$ cat src/rtl/cobertura_motor_if.sv
// Signal bundle between the cover controller / sensors and the motor contactor stage.
interface cobertura_motor_if;
  logic       A;
  logic       F;
  logic       Fd;
  logic       Fe;
  logic       ack_fault;
  logic       motor_open;
  logic       motor_close;
  logic       busy;
  logic       fault;
  logic [2:0] state;

  modport master (
    output A, F, Fd, Fe, ack_fault,
    input  motor_open, motor_close, busy, fault, state
  );

  modport slave (
    input  A, F, Fd, Fe, ack_fault,
    output motor_open, motor_close, busy, fault, state
  );
endinterface

$ cat src/rtl/cobertura_motor.sv
// Greenhouse cover motor driver: dead time before every start, direction
// interlock, travel timeout and a latched sensor/timeout fault.
module cobertura_motor #(
  parameter int DEAD_TIME = 4,
  parameter int TIMEOUT   = 200,
  parameter int CNT_W     = 16
) (
  input logic              clk,
  input logic              rst,
  cobertura_motor_if.slave bus
);

  typedef enum logic [2:0] {
    IDLE    = 3'd0,
    DEAD    = 3'd1,
    OPENING = 3'd2,
    CLOSING = 3'd3,
    FAULT   = 3'd4
  } state_t;

  localparam logic [CNT_W-1:0] DEAD_LAST    = CNT_W'(DEAD_TIME - 1);
  localparam logic [CNT_W-1:0] TIMEOUT_LAST = CNT_W'(TIMEOUT - 1);

  state_t           state_q, state_d;
  logic [CNT_W-1:0] cnt_q, cnt_d;
  logic             target_open_q, target_open_d;

  always_ff @(posedge clk) begin
    if (rst) begin
      state_q       <= IDLE;
      cnt_q         <= '0;
      target_open_q <= 1'b1;
    end else begin
      state_q       <= state_d;
      cnt_q         <= cnt_d;
      target_open_q <= target_open_d;
    end
  end

  // Both limit switches active is physically impossible, so it overrides every state but FAULT.
  always_comb begin
    state_d       = state_q;
    cnt_d         = cnt_q;
    target_open_d = target_open_q;
    if (state_q != FAULT && bus.Fd && bus.Fe) begin
      state_d = FAULT;
      cnt_d   = '0;
    end else begin
      case (state_q)
        IDLE: begin
          if (bus.A && !bus.F && !bus.Fd) begin
            state_d       = DEAD;
            target_open_d = 1'b1;
            cnt_d         = '0;
          end else if (bus.F && !bus.A && !bus.Fe) begin
            state_d       = DEAD;
            target_open_d = 1'b0;
            cnt_d         = '0;
          end
        end
        DEAD: begin
          if (target_open_q ? !bus.A : !bus.F) begin
            state_d = IDLE;
            cnt_d   = '0;
          end else if (cnt_q == DEAD_LAST) begin
            state_d = target_open_q ? OPENING : CLOSING;
            cnt_d   = '0;
          end else begin
            cnt_d = cnt_q + CNT_W'(1);
          end
        end
        OPENING: begin
          if (bus.Fd) begin
            state_d = IDLE;
            cnt_d   = '0;
          end else if (cnt_q == TIMEOUT_LAST) begin
            state_d = FAULT;
            cnt_d   = '0;
          end else if (!bus.A && bus.F) begin
            state_d       = DEAD;
            target_open_d = 1'b0;
            cnt_d         = '0;
          end else if (!bus.A) begin
            state_d = IDLE;
            cnt_d   = '0;
          end else begin
            cnt_d = cnt_q + CNT_W'(1);
          end
        end
        CLOSING: begin
          if (bus.Fe) begin
            state_d = IDLE;
            cnt_d   = '0;
          end else if (cnt_q == TIMEOUT_LAST) begin
            state_d = FAULT;
            cnt_d   = '0;
          end else if (!bus.F && bus.A) begin
            state_d       = DEAD;
            target_open_d = 1'b1;
            cnt_d         = '0;
          end else if (!bus.F) begin
            state_d = IDLE;
            cnt_d   = '0;
          end else begin
            cnt_d = cnt_q + CNT_W'(1);
          end
        end
        FAULT: begin
          if (bus.ack_fault && !bus.A && !bus.F && !(bus.Fd && bus.Fe)) begin
            state_d = IDLE;
            cnt_d   = '0;
          end
        end
        default: begin
          state_d = FAULT;
          cnt_d   = '0;
        end
      endcase
    end
  end

  assign bus.motor_open  = (state_q == OPENING);
  assign bus.motor_close = (state_q == CLOSING);
  assign bus.busy        = (state_q == DEAD) || (state_q == OPENING) || (state_q == CLOSING);
  assign bus.fault       = (state_q == FAULT);
  assign bus.state       = state_q;

endmodule

$ cat src/flat_wrapper.sv
// flat-port wrapper written by rule: the top's interface ports become plain ports
module cobertura_motor_flat 
#(
  parameter int DEAD_TIME = 4,
  parameter int TIMEOUT   = 200,
  parameter int CNT_W     = 16
)
  (clk, rst, bus_A, bus_F, bus_Fd, bus_Fe, bus_ack_fault, bus_motor_open, bus_motor_close, bus_busy, bus_fault, bus_state);
  cobertura_motor_if bus_i ();
  input logic clk;
  input logic rst;
  input wire logic [$bits(bus_i.A)-1:0] bus_A;
  input wire logic [$bits(bus_i.F)-1:0] bus_F;
  input wire logic [$bits(bus_i.Fd)-1:0] bus_Fd;
  input wire logic [$bits(bus_i.Fe)-1:0] bus_Fe;
  input wire logic [$bits(bus_i.ack_fault)-1:0] bus_ack_fault;
  output wire logic [$bits(bus_i.motor_open)-1:0] bus_motor_open;
  output wire logic [$bits(bus_i.motor_close)-1:0] bus_motor_close;
  output wire logic [$bits(bus_i.busy)-1:0] bus_busy;
  output wire logic [$bits(bus_i.fault)-1:0] bus_fault;
  output wire logic [$bits(bus_i.state)-1:0] bus_state;
  assign bus_i.A = bus_A;
  assign bus_i.F = bus_F;
  assign bus_i.Fd = bus_Fd;
  assign bus_i.Fe = bus_Fe;
  assign bus_i.ack_fault = bus_ack_fault;
  assign bus_motor_open = bus_i.motor_open;
  assign bus_motor_close = bus_i.motor_close;
  assign bus_busy = bus_i.busy;
  assign bus_fault = bus_i.fault;
  assign bus_state = bus_i.state;
  cobertura_motor #(.DEAD_TIME(DEAD_TIME), .TIMEOUT(TIMEOUT), .CNT_W(CNT_W)) u_core (.clk(clk), .rst(rst), .bus(bus_i));
endmodule
$ cat config.mk
export PLATFORM = sky130hd
export DESIGN_NAME = cobertura_motor_flat
export DESIGN_NICKNAME = d
export VERILOG_FILES = /design/src/rtl/cobertura_motor_if.sv /design/src/rtl/cobertura_motor.sv /design/src/flat_wrapper.sv
export SDC_FILE = /design/constraint.sdc
export NUM_CORES = 1
export LEC_CHECK = 0
export CORE_ASPECT_RATIO = 1.1
export CORE_MARGIN = 5
export CORE_UTILIZATION = 40
export CTS_CLUSTER_DIAMETER = 50
export CTS_CLUSTER_SIZE = 12
export DETAILED_ROUTE_END_ITERATION = 16
export GPL_TIMING_DRIVEN = 0
export SYNTH_ARGS = -nofsm -noshare
export SYNTH_HDL_FRONTEND = slang
export SYNTH_SLANG_ARGS = --single-unit
export TNS_END_PERCENT = 100
$ cat constraint.sdc
create_clock -name clk -period 2.15 [get_ports clk]
set_clock_uncertainty 0.05 [all_clocks]
set_input_delay 0.43 -clock clk [delete_from_list [all_inputs] [get_ports clk]]
set_output_delay 0.43 -clock clk [all_outputs]
set_load 0.01 [all_outputs]
Word-level counts from Yosys, hierarchy flattened
Index checks and enable logic that the tools add are counted.
{ "op_classes": {"n_addsub": 1, "eq_ne": 23, "muxes": 40, "reduce_logical": 24, "n_bitwise": 1} }
{ "ops": {"columns": ["op", "count"], "rows": [
  ["16-bit two-way mux", 13],
  ["16-bit one-hot mux with 5 select lines", 1],
  ["3-bit two-way mux", 14],
  ["16-bit by 1-bit adder with 16-bit output (second input constant)", 1],
  ["16-bit by 2-bit == test with 1-bit output (second input constant)", 1],
  ["16-bit by 8-bit == test with 1-bit output (second input constant)", 1],
  ["3-bit one-hot mux with 5 select lines", 1],
  ["6-bit by 3-bit inequality test with 1-bit output (second input constant)", 2],
  ["1-bit logical AND", 10],
  ["1-bit two-way mux", 10],
  ["5-bit by 3-bit inequality test with 1-bit output (second input constant)", 2],
  ["5-bit AND reduction", 2],
  ["3-bit by 1-bit inequality test with 1-bit output (second input constant)", 3],
  ["9-bit AND reduction", 1],
  ["2-bit inequality test (second input constant)", 4],
  ["4-bit by 1-bit inequality test with 1-bit output (second input constant)", 2],
  ["3-bit by 2-bit == test with 1-bit output (second input constant)", 2],
  ["2-bit by 1-bit inequality test with 1-bit output (second input constant)", 3],
  ["1-bit logical NOT", 5],
  ["3-bit by 1-bit == test with 1-bit output (second input constant)", 1],
  ["3-bit == test (second input constant)", 1],
  ["3-bit logical NOT", 1],
  ["3-bit inequality test (second input constant)", 1],
  ["1-bit one-hot mux with 3 select lines", 1],
  ["other kinds (5)", 6]
]} }
{ "totals": {"output_inout_bits": 7, "reg_bits": 20, "word_cells": 93, "inputBits": 7} }

Longest topological paths before layout
Gate-level depths: netlist (run 1).
{ "depth": {"ltp_word": 7, "ltp_mapped": 7, "depth_no_buf": 6} }

Least setup slack after synthesis (run 1)
Ideal clock, no wire load.
{ "synth_path": {"path_kind": "flip-flop to flip-flop", "startpoint": "register u_core.cnt_q[0]", "endpoint": "register u_core.cnt_q[0]", "synth_period_minus_slack_ps": 2294, "setup_time_ps": 115, "arrival_time_ps": 2129, "n_path_buf": 1, "path_stages_with_launch": 8, "required_ps": 1985, "setup_slack_ps": -144, "cell_sequence": "dfxtp_1 ha_1 or4b_1 or4_4 a22oi_4 a21o_4 buf_6 nor2_1"} }
{ "synth_via": {"elab_chain_len": 6, "elab_cells_between_ends": 14} }
{ "synth_lines": {"columns": ["element", "line", "text"], "rows": [
  ["from (decl)", "cobertura_motor.sv:25", "logic [CNT_W-1:0] cnt_q, cnt_d;"],
  ["from (signal assigned)", "cobertura_motor.sv:35", "cnt_q <= cnt_d;"],
  ["16-bit by 1-bit adder with 16-bit output", "cobertura_motor.sv:69, cobertura_motor.sv:87, cobertura_motor.sv:105", null],
  ["16-bit two-way mux (on tied branches)", "cobertura_motor.sv:101, cobertura_motor.sv:83", null],
  ["16-bit two-way mux (on tied branches)", "cobertura_motor.sv:97, cobertura_motor.sv:79", null],
  ["16-bit two-way mux (on tied branches)", "cobertura_motor.sv:94, cobertura_motor.sv:76", null],
  ["16-bit two-way mux (on tied branches)", "cobertura_motor.sv:91, cobertura_motor.sv:73", null],
  ["16-bit one-hot mux with 5 select lines (*)", "cobertura_motor.sv:49", "case (state_q)"]
]} }
Mark *: on every way between the ends. The rest lies on a longest branch, timed or not.
A chain may end at the register's enable or synchronous reset.

Worst setup path after layout (run 1)
{ "layout_path": {"startpoint": "register u_core.cnt_q[0]", "endpoint": "register u_core.cnt_q[7]"} }
The elaborated chain is that of the path after synthesis.

==> impl_metrics.tcl, run 1 <==
set metrics [dict create \
    ys_seq_area_share_pct 32.7 \
    antenna_found_initial 0 \
    path_cells "ha_4, or4b_4, or4_4, a22oi_4, a21o_4, buf_8, nor2_1" \
    num-fill-cells 297 \
    tns_ps -2100 \
    fp-row-count 21 \
    clockBufferDepth 2 \
    clk_latency_ps 310 \
    maxCapViolCount 0 \
    fin_crit_sh_pct 106 \
    ys_ff_latch 20 \
    post-dp-hpwl_um 2290 \
    slowest_stage "or4_4" \
    synthMuxAreaShare_pct 0 \
    die_x_um 62.8 \
    drt_iter0_drc 55 \
    p_clk_share_pct 27.6 \
    setup_slack_ps -138 \
    finalPower_uw 815 \
    clkSinkCount 20 \
    cts_tree "yes" \
    synth.avg_cell_area_sq_um 8.01 \
    switchingPower_uw 239 \
    coreArea_sq_um 3000 \
    overflow 0 \
    globalplace.congestion 0.835 \
    path_class "reg2reg" \
    ios 14 \
    grt_pass1_wl_um 5090 \
    ant_nets 0 \
    drive_gt1_share_pct 19.9 \
    cp-end-kind "flip-flop" \
    hp-class "reg2reg" \
    cts-root-buf "clkbuf_4" \
    initial_core_util_pct 40.9 \
    syn_to_final_growth_pct 26.7 \
    path_delay_family "simple AND/OR/NAND/NOR gates" \
    hold_ws_ps 459 \
    drcViolationCount 0 \
    via_per_inst 5.81 \
    synth_adder_area_share_pct 1.02 \
    yosysUniqueCellTypes 40 \
    final_area_sq_um 1550 \
    p_seq_share_pct 48.4 \
    worstPathRequired_ps 2310 \
    fmax_ghz 0.437 \
    finalCriticalPeriod_ps 2290 \
    vias 1221 \
    clkTransAtPathRegs_ps 120 \
    ys.warnings.count 0 \
    arrival_ps 2450 \
    postSynthCellCount 153 \
    status "finished, violations left" \
    startpoint_type "flip-flop" \
    nNetsFinal 185 \
    antennaDiodeCount 0 \
    cp_max_fo 10 \
    grt_pass1_vias 1152 \
    dieHeight_um 68.1 \
    cpPeakStageDelay_ps 520 \
    wl_um 3080 \
    leakagePower_nw 0.481 \
    power_frac_comb_pct 23.9 \
    rsz0062_at_grt "yes" \
    violations "negative setup slack" \
    intPower_uw 576 \
    cts_made_buffers 3 \
    post_drt_wl_per_cell_um 14.6 \
    path_buf_inv 1 \
    grt_start_max_net_pins 12 \
    final_util_pct 51.9 \
    synth_top_family_by_area "simple AND/OR/NAND/NOR gates" \
    grtUsageTotal_pct 14.6 \
    worst_pin_slew_ps 489 \
    hold_viol 0 \
    switching_share_pct 29.4 \
    firstDrtPassIters 4 \
    finalSetupViolCount 18 \
    syn-num-nets 161 \
    portBuffers 13 \
    dpl_cell_area_sq_um 1420 \
    p_per_area_nw_per_um2 525 \
    relSlewSlack_pct 67.2 \
    synth_compound_area_share_pct 16.0 \
    dieArea_sq_um 4270 \
    cts_htree_levels 1 \
    synthSimpleGateAreaFrac_pct 39.9 \
    drv_slew 0 \
    peakVddDrop_mv 0.431 \
    synth_xor_area_share_pct 7.86 \
    mappedNetlistArea_sq_um 1230 \
]
## state kept, by name, indices dropped and copies added, names as in the netlist
register and flops:
u_core.target_open_q 1, u_core.cnt_q 16, u_core.bus.state 3
## synth_stat cells
library cell  number  area, sq um
a2111oi_0          1         8.76
a2111oi_1          1         10.0
a211o_1            2         17.5
a211oi_1           1         7.51
a21boi_0           1         7.51
a21o_1             1         7.51
a21o_4             1         15.0
a21oi_1           11         55.1
a22oi_4            1         21.3
a311oi_1           1         8.76
and2_1             2         12.5
and3_1             1         6.26
and3b_1            1         8.76
and4_1             3         26.3
buf_2              1         5.00
buf_6              1         11.3
clkbuf_1           2         7.51
dfxtp_1           20          400
ha_1               1         12.5
inv_1              2         7.51
nand2_1           16         60.1
nand2b_1           3         18.8
nand3_1            7         35.0
nand3b_1           1         7.51
nand4_1            5         31.3
nor2_1            16         60.1
nor2b_1            1         6.26
nor3_1             9         45.0
nor3b_1            6         45.0
nor4_1             3         18.8
nor4b_1            2         17.5
o21ai_0            6         30.0
o21bai_1           1         7.51
or2_2              1         6.26
or3_1              4         25.0
or3b_2             1         8.76
or4_1              1         7.51
or4_4              2         22.5
or4b_1             2         20.0
xnor2_1           11         96.3
## placed cells by master, fill, tap and decap left out, drive strengths merged, types with 5 or more instances in the layout
master / synthesis / layout
nand3: 7 / 7
nand2: 16 / 16
nor3b: 6 / 6
dfxtp: 20 / 20
xnor2: 11 / 11
clkbuf: 2 / 6
clkdlybuf4s50: 0 / 11
a21oi: 11 / 11
nand4: 5 / 5
nor3: 9 / 9
o21ai: 6 / 6
nor2: 16 / 16
buf: 2 / 8
## path summary, 6_finish.rpt
kind | start | endpoint | slack (ps) | cells after the start
worst min register to register | u_core.cnt_q[15]$_SDFFE_PP0P_ | u_core.cnt_q[15]$_SDFFE_PP0P_ | 460 | 2
worst max register to register | u_core.cnt_q[0]$_SDFFE_PP0P_ | u_core.cnt_q[7]$_SDFFE_PP0P_ | -140 | 7
worst max-delay path | u_core.cnt_q[0]$_SDFFE_PP0P_ | u_core.cnt_q[7]$_SDFFE_PP0P_ | -140 | 7
worst min-delay path | u_core.cnt_q[15]$_SDFFE_PP0P_ | u_core.cnt_q[15]$_SDFFE_PP0P_ | 460 | 2
## routing by layer
metal | GRT usage (%) | part of all wire [%] | vias up
li1 | - | - | 610
met1 | 15.3 | 42 | 585
met3 | 2.63 | 4.1 | 4
met5 | 0 | 0 | -
met2 | 29.4 | 53 | 22
met4 | 4.77 | 0.88 | 0
## cell families after synthesis
family,count (synthesis)
simple gates,87
compound gates,28
flops,20
xor+xnor,11
buf+inv,6
fa+ha+maj,1
## what timing repair did
action / 4_1_cts / 5_1_grt
gates resized for setup: 10 / 8
setup buffers: 6 / 0
hold buffers: 0 / 0
endpoints found under the setup margin: 21 / 19
pin swaps: 2 / 2
## worst reg2reg max path, cell delays in order, from the launching register on
cell and delay [ps]:
dfxtp_4 380, ha_4 140, or4b_4 490, or4_4 520
a22oi_4 250, a21o_4 180, buf_8 130, nor2_1 50
## metrics by stage
stage / worst slack, ps / cells
floorplan: -47.0 / 153
global placement: -523 / 200
detailed placement: -515 / 200
CTS: -172 / 210
global route: -237 / 210
finish: -138 / 210
## final cells by class
class                      count  area, sq um  share of cell area [%]
clock buffer                   4         36.3                    2.33
inverter                       2         7.51                   0.483
buffer                         4         30.0                    1.93
multi-input combinational    127          856                    55.1
tap                           34         42.5                    2.74
timing repair buffer          19          173                    11.1
sequential                    20          409                    26.3
## power groups by stage
stage	Sequential [mW]	Clock (mW)	Combinational [mW]
after detailed placement	0.403	0	0.167
after floorplan	0.402	0	0.104
after global routing	0.397	0.244	0.211
after CTS	0.394	0.230	0.190
after global placement	0.403	0	0.165
final	0.395	0.225	0.195
Note: power is estimated with default switching activity, not from simulation.
==> inputs of run 2 (changes only) <==
- PLACE_DENSITY: unset -> 0.7
- SETUP_SLACK_MARGIN: unset -> 0.5
- TNS_END_PERCENT: 100 -> 5
==> run 2 against run 1 <==
The run still ends with negative setup slack left. Sequential share of layout area fell by 0.80 points. Power increased by 13%. Global-route usage increased by 1.3 points. Highest routed layer unchanged. Clock power grew 38%. Design area increased by 2.8%.
==> impl_metrics.tcl, run 2 (synthesis gave the netlist of run 1 again) <==
set metrics [dict create \
    grt_pass1_vias 1200 \
    cts_htree_levels 1 \
    reg2reg_depth 7 \
    antennaDiodeCount 0 \
    nNetsFinal 186 \
    clk_latency_ps 310 \
    p_clk_share_pct 33.9 \
    peakVddDrop_mv 0.367 \
    setup_slack_ps -190 \
    overflow 0 \
    post_drt_wl_per_cell_um 16.0 \
    cp-end-kind "flip-flop" \
    portBuffers 13 \
    vias 1281 \
    startpoint_type "input pin" \
    firstDrtPassIters 4 \
    status "finished, violations left" \
    cts-root-buf "clkbuf_4" \
    num-fill-cells 289 \
    finalPower_uw 918 \
    regMostFlops "u_core.cnt_q" \
    via_per_inst 6.07 \
    switchingPower_uw 251 \
    p_per_area_nw_per_um2 574 \
    largest_reg_flops 16 \
    ios 14 \
    hold_buffers 0 \
    hp-class "reg2reg" \
    whs_path_depth 2 \
    grtUsageTotal_pct 15.9 \
    wl_um 3370 \
    globalplace.congestion 0.858 \
    worstPathRequired_ps 2350 \
    drive_gt1_share_pct 22.0 \
    clockBufferDepth 2 \
    stdcell_count 211 \
    rsz0062_at_grt "yes" \
    dieArea_sq_um 4270 \
    maxCapViolCount 0 \
    cts_made_buffers 3 \
    dpl_cell_area_sq_um 1410 \
    intPower_uw 667 \
    violations "negative setup slack" \
    placed_cells 200 \
    drcViolationCount 0 \
    worst_pin_slew_ps 533 \
    relSlewSlack_pct 64.1 \
    initial_core_util_pct 40.9 \
    path_class "in2reg" \
    power_frac_comb_pct 23.1 \
    coreArea_sq_um 3000 \
    finalCriticalPeriod_ps 2340 \
    fp-row-count 21 \
    syn_to_final_growth_pct 30.3 \
    hold_viol 0 \
    fin_crit_sh_pct 109 \
    arrival_ps 2540 \
    drt_iter0_drc 93 \
    slowest_stage "clkdlybuf4s50_1" \
    path_cells "clkdlybuf4s50_1, or3b_2, a21oi_2, a22oi_4, or3_1, a21oi_1" \
    cts_tree "yes" \
    clkTransAtPathRegs_ps 130 \
    fmax_ghz 0.427 \
    grt_start_max_net_pins 13 \
    p_seq_share_pct 43.0 \
    switching_share_pct 27.4 \
    antenna_found_initial 0 \
    cp_max_fo 8 \
    die_x_um 62.8 \
    dieHeight_um 68.1 \
    layout_common_cells "nand2_1, dfxtp_1, nor2_1, xnor2_1, a21oi_1" \
    finalSetupViolCount 18 \
    post-dp-hpwl_um 2250 \
    cpPeakStageDelay_ps 640 \
    ant_nets 0 \
    drv_slew 0 \
    final_area_sq_um 1600 \
    clkSinkCount 20 \
    grt_pass1_wl_um 5490 \
    leakagePower_nw 0.503 \
]
run 2: power groups by stage:
| stage | combinational [mW] | clock, mW | sequential, mW |
|---|---|---|---|
| final | 0.212 | 0.311 | 0.395 |
| after global routing | 0.229 | 0.332 | 0.396 |
| after global placement | 0.161 | 0 | 0.401 |
| after floorplan | 0.104 | 0 | 0.400 |
| after CTS | 0.191 | 0.312 | 0.394 |
| after detailed placement | 0.164 | 0 | 0.402 |
run 2: worst paths after layout:
path,from,to,slack (ps)
worst max-delay path,bus_A,u_core.cnt_q[11]$_SDFFE_PP0P_,-190
worst min-delay path,u_core.cnt_q[15]$_SDFFE_PP0P_,u_core.cnt_q[15]$_SDFFE_PP0P_,470
worst max register to register,u_core.cnt_q[1]$_SDFFE_PP0P_,u_core.cnt_q[0]$_SDFFE_PP0P_,-150
worst min register to register,u_core.cnt_q[15]$_SDFFE_PP0P_,u_core.cnt_q[15]$_SDFFE_PP0P_,470
run 2: final cells by class:
type,instances,area [sq um],area share (%)
multi-input combinational,127,878,55.0
tap,34,42.5,2.66
clock inverter,1,30.0,1.88
clock buffer,3,22.5,1.41
inverter,2,7.51,0.470
buffer,4,31.3,1.96
timing repair buffer,20,178,11.1
sequential,20,408,25.5
run 2: layer usage:
metal	routed length, um	vias up	track usage, %
met5	0	-	0
met3	217	8	3.94
met1	1430	603	18.3
met2	1650	58	28.5
li1	-	612	-
met4	63	0	6.37
run 2: worst max-delay path: cells and delay by family:
family / cells / cell delay, ps
AO/OA/AOI/OAI: 3 / 560
AND/OR/NAND/NOR: 2 / 900
buffers and inverters: 1 / 640
run 2: stage by stage:
stage	setup WS (ps)	TNS (ps)	utilization, %	hold slack, ps
after floorplan	-85.7	-833	-	399
after global placement	-535	-8890	47.1	426
after detailed placement	-558	-9250	47.1	443
after CTS	-158	-2330	52.0	463
after global routing	-293	-4340	53.3	479
final	-190	-2610	53.3	469
run 2: repair_timing:
item                                    4_1_cts  5_1_grt
endpoints found under the setup margin       27       26
buffers inserted                              6        1
hold endpoints to repair                      0        0
pin swaps                                     4        2
gates resized for setup                      23       10
==> inputs of run 3 (changes only) <==
- CORE_ASPECT_RATIO: 1.1 -> 0.75
- CTS_CLUSTER_SIZE: 12 -> 20
==> run 3 against run 2 <==
The run still ends with negative setup slack left. Critical path depth up 1. Wire length down 5.6%. Critical path type is now reg2reg. Global-route usage is 0.42 points higher. Hold slack worse by 31 ps. Setup slack improved by 76 ps. Design area grew 0.16%. Clock power decreased by 6%. Flip-flop and latch count is the same. Die area up 0.24%. Via count decreased by 0.78%.
==> impl_metrics.tcl, run 3 (synthesis gave the netlist of run 1 again) <==
set metrics [dict create \
    grtUsageTotal_pct 16.3 \
    portBuffers 13 \
    grt_pass1_wl_um 5520 \
    cts_made_buffers 3 \
    layout_common_cells "nand2_1, nor2_1, dfxtp_1, xnor2_1, nor3_1" \
    globalplace.congestion 0.852 \
    cp_max_fo 10 \
    p_seq_share_pct 44.4 \
    syn_to_final_growth_pct 30.5 \
    drv_slew 0 \
    rsz0062_at_grt "yes" \
    firstDrtPassIters 5 \
    switchingPower_uw 256 \
    ios 14 \
    initial_core_util_pct 41.8 \
    placed_cells 204 \
    cpPeakStageDelay_ps 520 \
    hold_ws_ps 437 \
    drt_iter0_drc 50 \
    setup_slack_ps -114 \
    status "finished, violations left" \
    arrival_ps 2380 \
    dpl_cell_area_sq_um 1420 \
    path_class "reg2reg" \
    worstPathRequired_ps 2260 \
    vias 1271 \
    grt_start_max_net_pins 12 \
    regMostFlops "u_core.cnt_q" \
    tns_ps -1790 \
    clkTransAtPathRegs_ps 70 \
    finalSetupViolCount 19 \
    post_drt_wl_per_cell_um 15.0 \
    cts_tree "yes" \
    worstHoldStart "u_core.cnt_q[15]$_SDFFE_PP0P_" \
    intPower_uw 633 \
    cts-root-buf "clkbuf_8" \
    fmax_ghz 0.442 \
    r2r_start "u_core.cnt_q[0]$_SDFFE_PP0P_" \
    nNetsFinal 183 \
    finalPower_uw 890 \
    grt_pass1_vias 1161 \
    startpoint_type "flip-flop" \
    fp-row-count 17 \
    clk_latency_ps 260 \
    leakagePower_nw 0.520 \
    hold_viol 0 \
    wl_um 3180 \
    largest_reg_flops 16 \
    final_area_sq_um 1600 \
    final_util_pct 54.5 \
    place_ws_ps -588 \
    peakVddDrop_mv 0.536 \
    fin_crit_sh_pct 105 \
    stdcell_count 212 \
    switching_share_pct 28.8 \
    worst_pin_slew_ps 496 \
    relSlewSlack_pct 66.6 \
    cts_htree_levels 1 \
    finalCriticalPeriod_ps 2260 \
    post-dp-hpwl_um 2340 \
    ant_nets 0 \
    coreArea_sq_um 2940 \
    via_per_inst 6.00 \
    p_clk_share_pct 32.9 \
    drive_gt1_share_pct 20.1 \
    slowest_stage "or4_4" \
    hp-class "reg2reg" \
    p_per_area_nw_per_um2 556 \
    maxCapViolCount 0 \
    dieArea_sq_um 4280 \
    violations "negative setup slack" \
    cp-end-kind "flip-flop" \
    crit_path_start "u_core.cnt_q[0]$_SDFFE_PP0P_" \
    clockBufferDepth 2 \
    overflow 0 \
    drcViolationCount 0 \
    antennaDiodeCount 0 \
    antenna_found_initial 0 \
    layout_commonest_cell "nand2_1" \
    dieHeight_um 58.0 \
    power_frac_comb_pct 22.7 \
    clkSinkCount 20 \
    path_cells "ha_4, or4b_4, or4_4, a22oi_4, a21o_4, buf_8, nor2_1" \
    die_x_um 73.9 \
]
[run 3: changes by cell type in the layout (fill, tap and decap cells not counted), sizes merged]
cell           change
dlymetal6s2s       +1
clkdlybuf4s15      -1
dlygate4sd2        +5
bufinv             -1
buf                -3
clkdlybuf4s50      -4
[run 3: layer usage]
metal  GRT usage (%)  vias to the layer above  part of all wire, %
met1            22.5                      601                   48
met4            3.36                        0                  1.2
met5               0                        -                    0
met2            25.3                       46                   45
li1                -                      612                    -
met3            4.85                       12                  5.2
[run 3: cell type report]
type	instances	area [sq um]
Sequential cell	20	417
Multi-Input combinational cell	127	871
Inverter	2	7.51
Timing Repair Buffer	17	171
Buffer	4	31.3
Tap cell	38	47.5
Clock buffer	4	55.1
Fill cell	246	1340
[run 3: worst max-delay path, delay by kind of cell (launching register included)]
kind | cells | cell delay (ps)
buffers and inverters | 1 | 130
DFF | 1 | 370
AOI/OAI and AO/OA | 2 | 400
and+or+nand+nor | 3 | 1060
adders and majority gates | 1 | 140
[run 3: timing repair]
action                     CTS  global route
setup endpoints to repair   27            25
gates resized for setup     30             7
cloned                       0             0
hold buffers                 0             0
pin swaps                    7             3
setup buffers                3             1
[run 3: power by group through the flow]
stage | registers (mW) | clock network [mW] | logic, mW
floorplan | 0.400 | 0 | 0.104
global placement | 0.401 | 0 | 0.162
detailed placement | 0.402 | 0 | 0.166
CTS | 0.394 | 0.304 | 0.189
global route | 0.396 | 0.316 | 0.221
finish | 0.395 | 0.293 | 0.202
[run 3: path summary, 6_finish.rpt]
check                                                      to  slack (ps)  depth (start not counted)
worst max-delay path             u_core.cnt_q[5]$_SDFFE_PP0P_        -110                          7
worst min-delay path            u_core.cnt_q[15]$_SDFFE_PP0P_         440                          2
worst max register to register   u_core.cnt_q[5]$_SDFFE_PP0P_        -110                          7
worst min register to register  u_core.cnt_q[15]$_SDFFE_PP0P_         440                          2
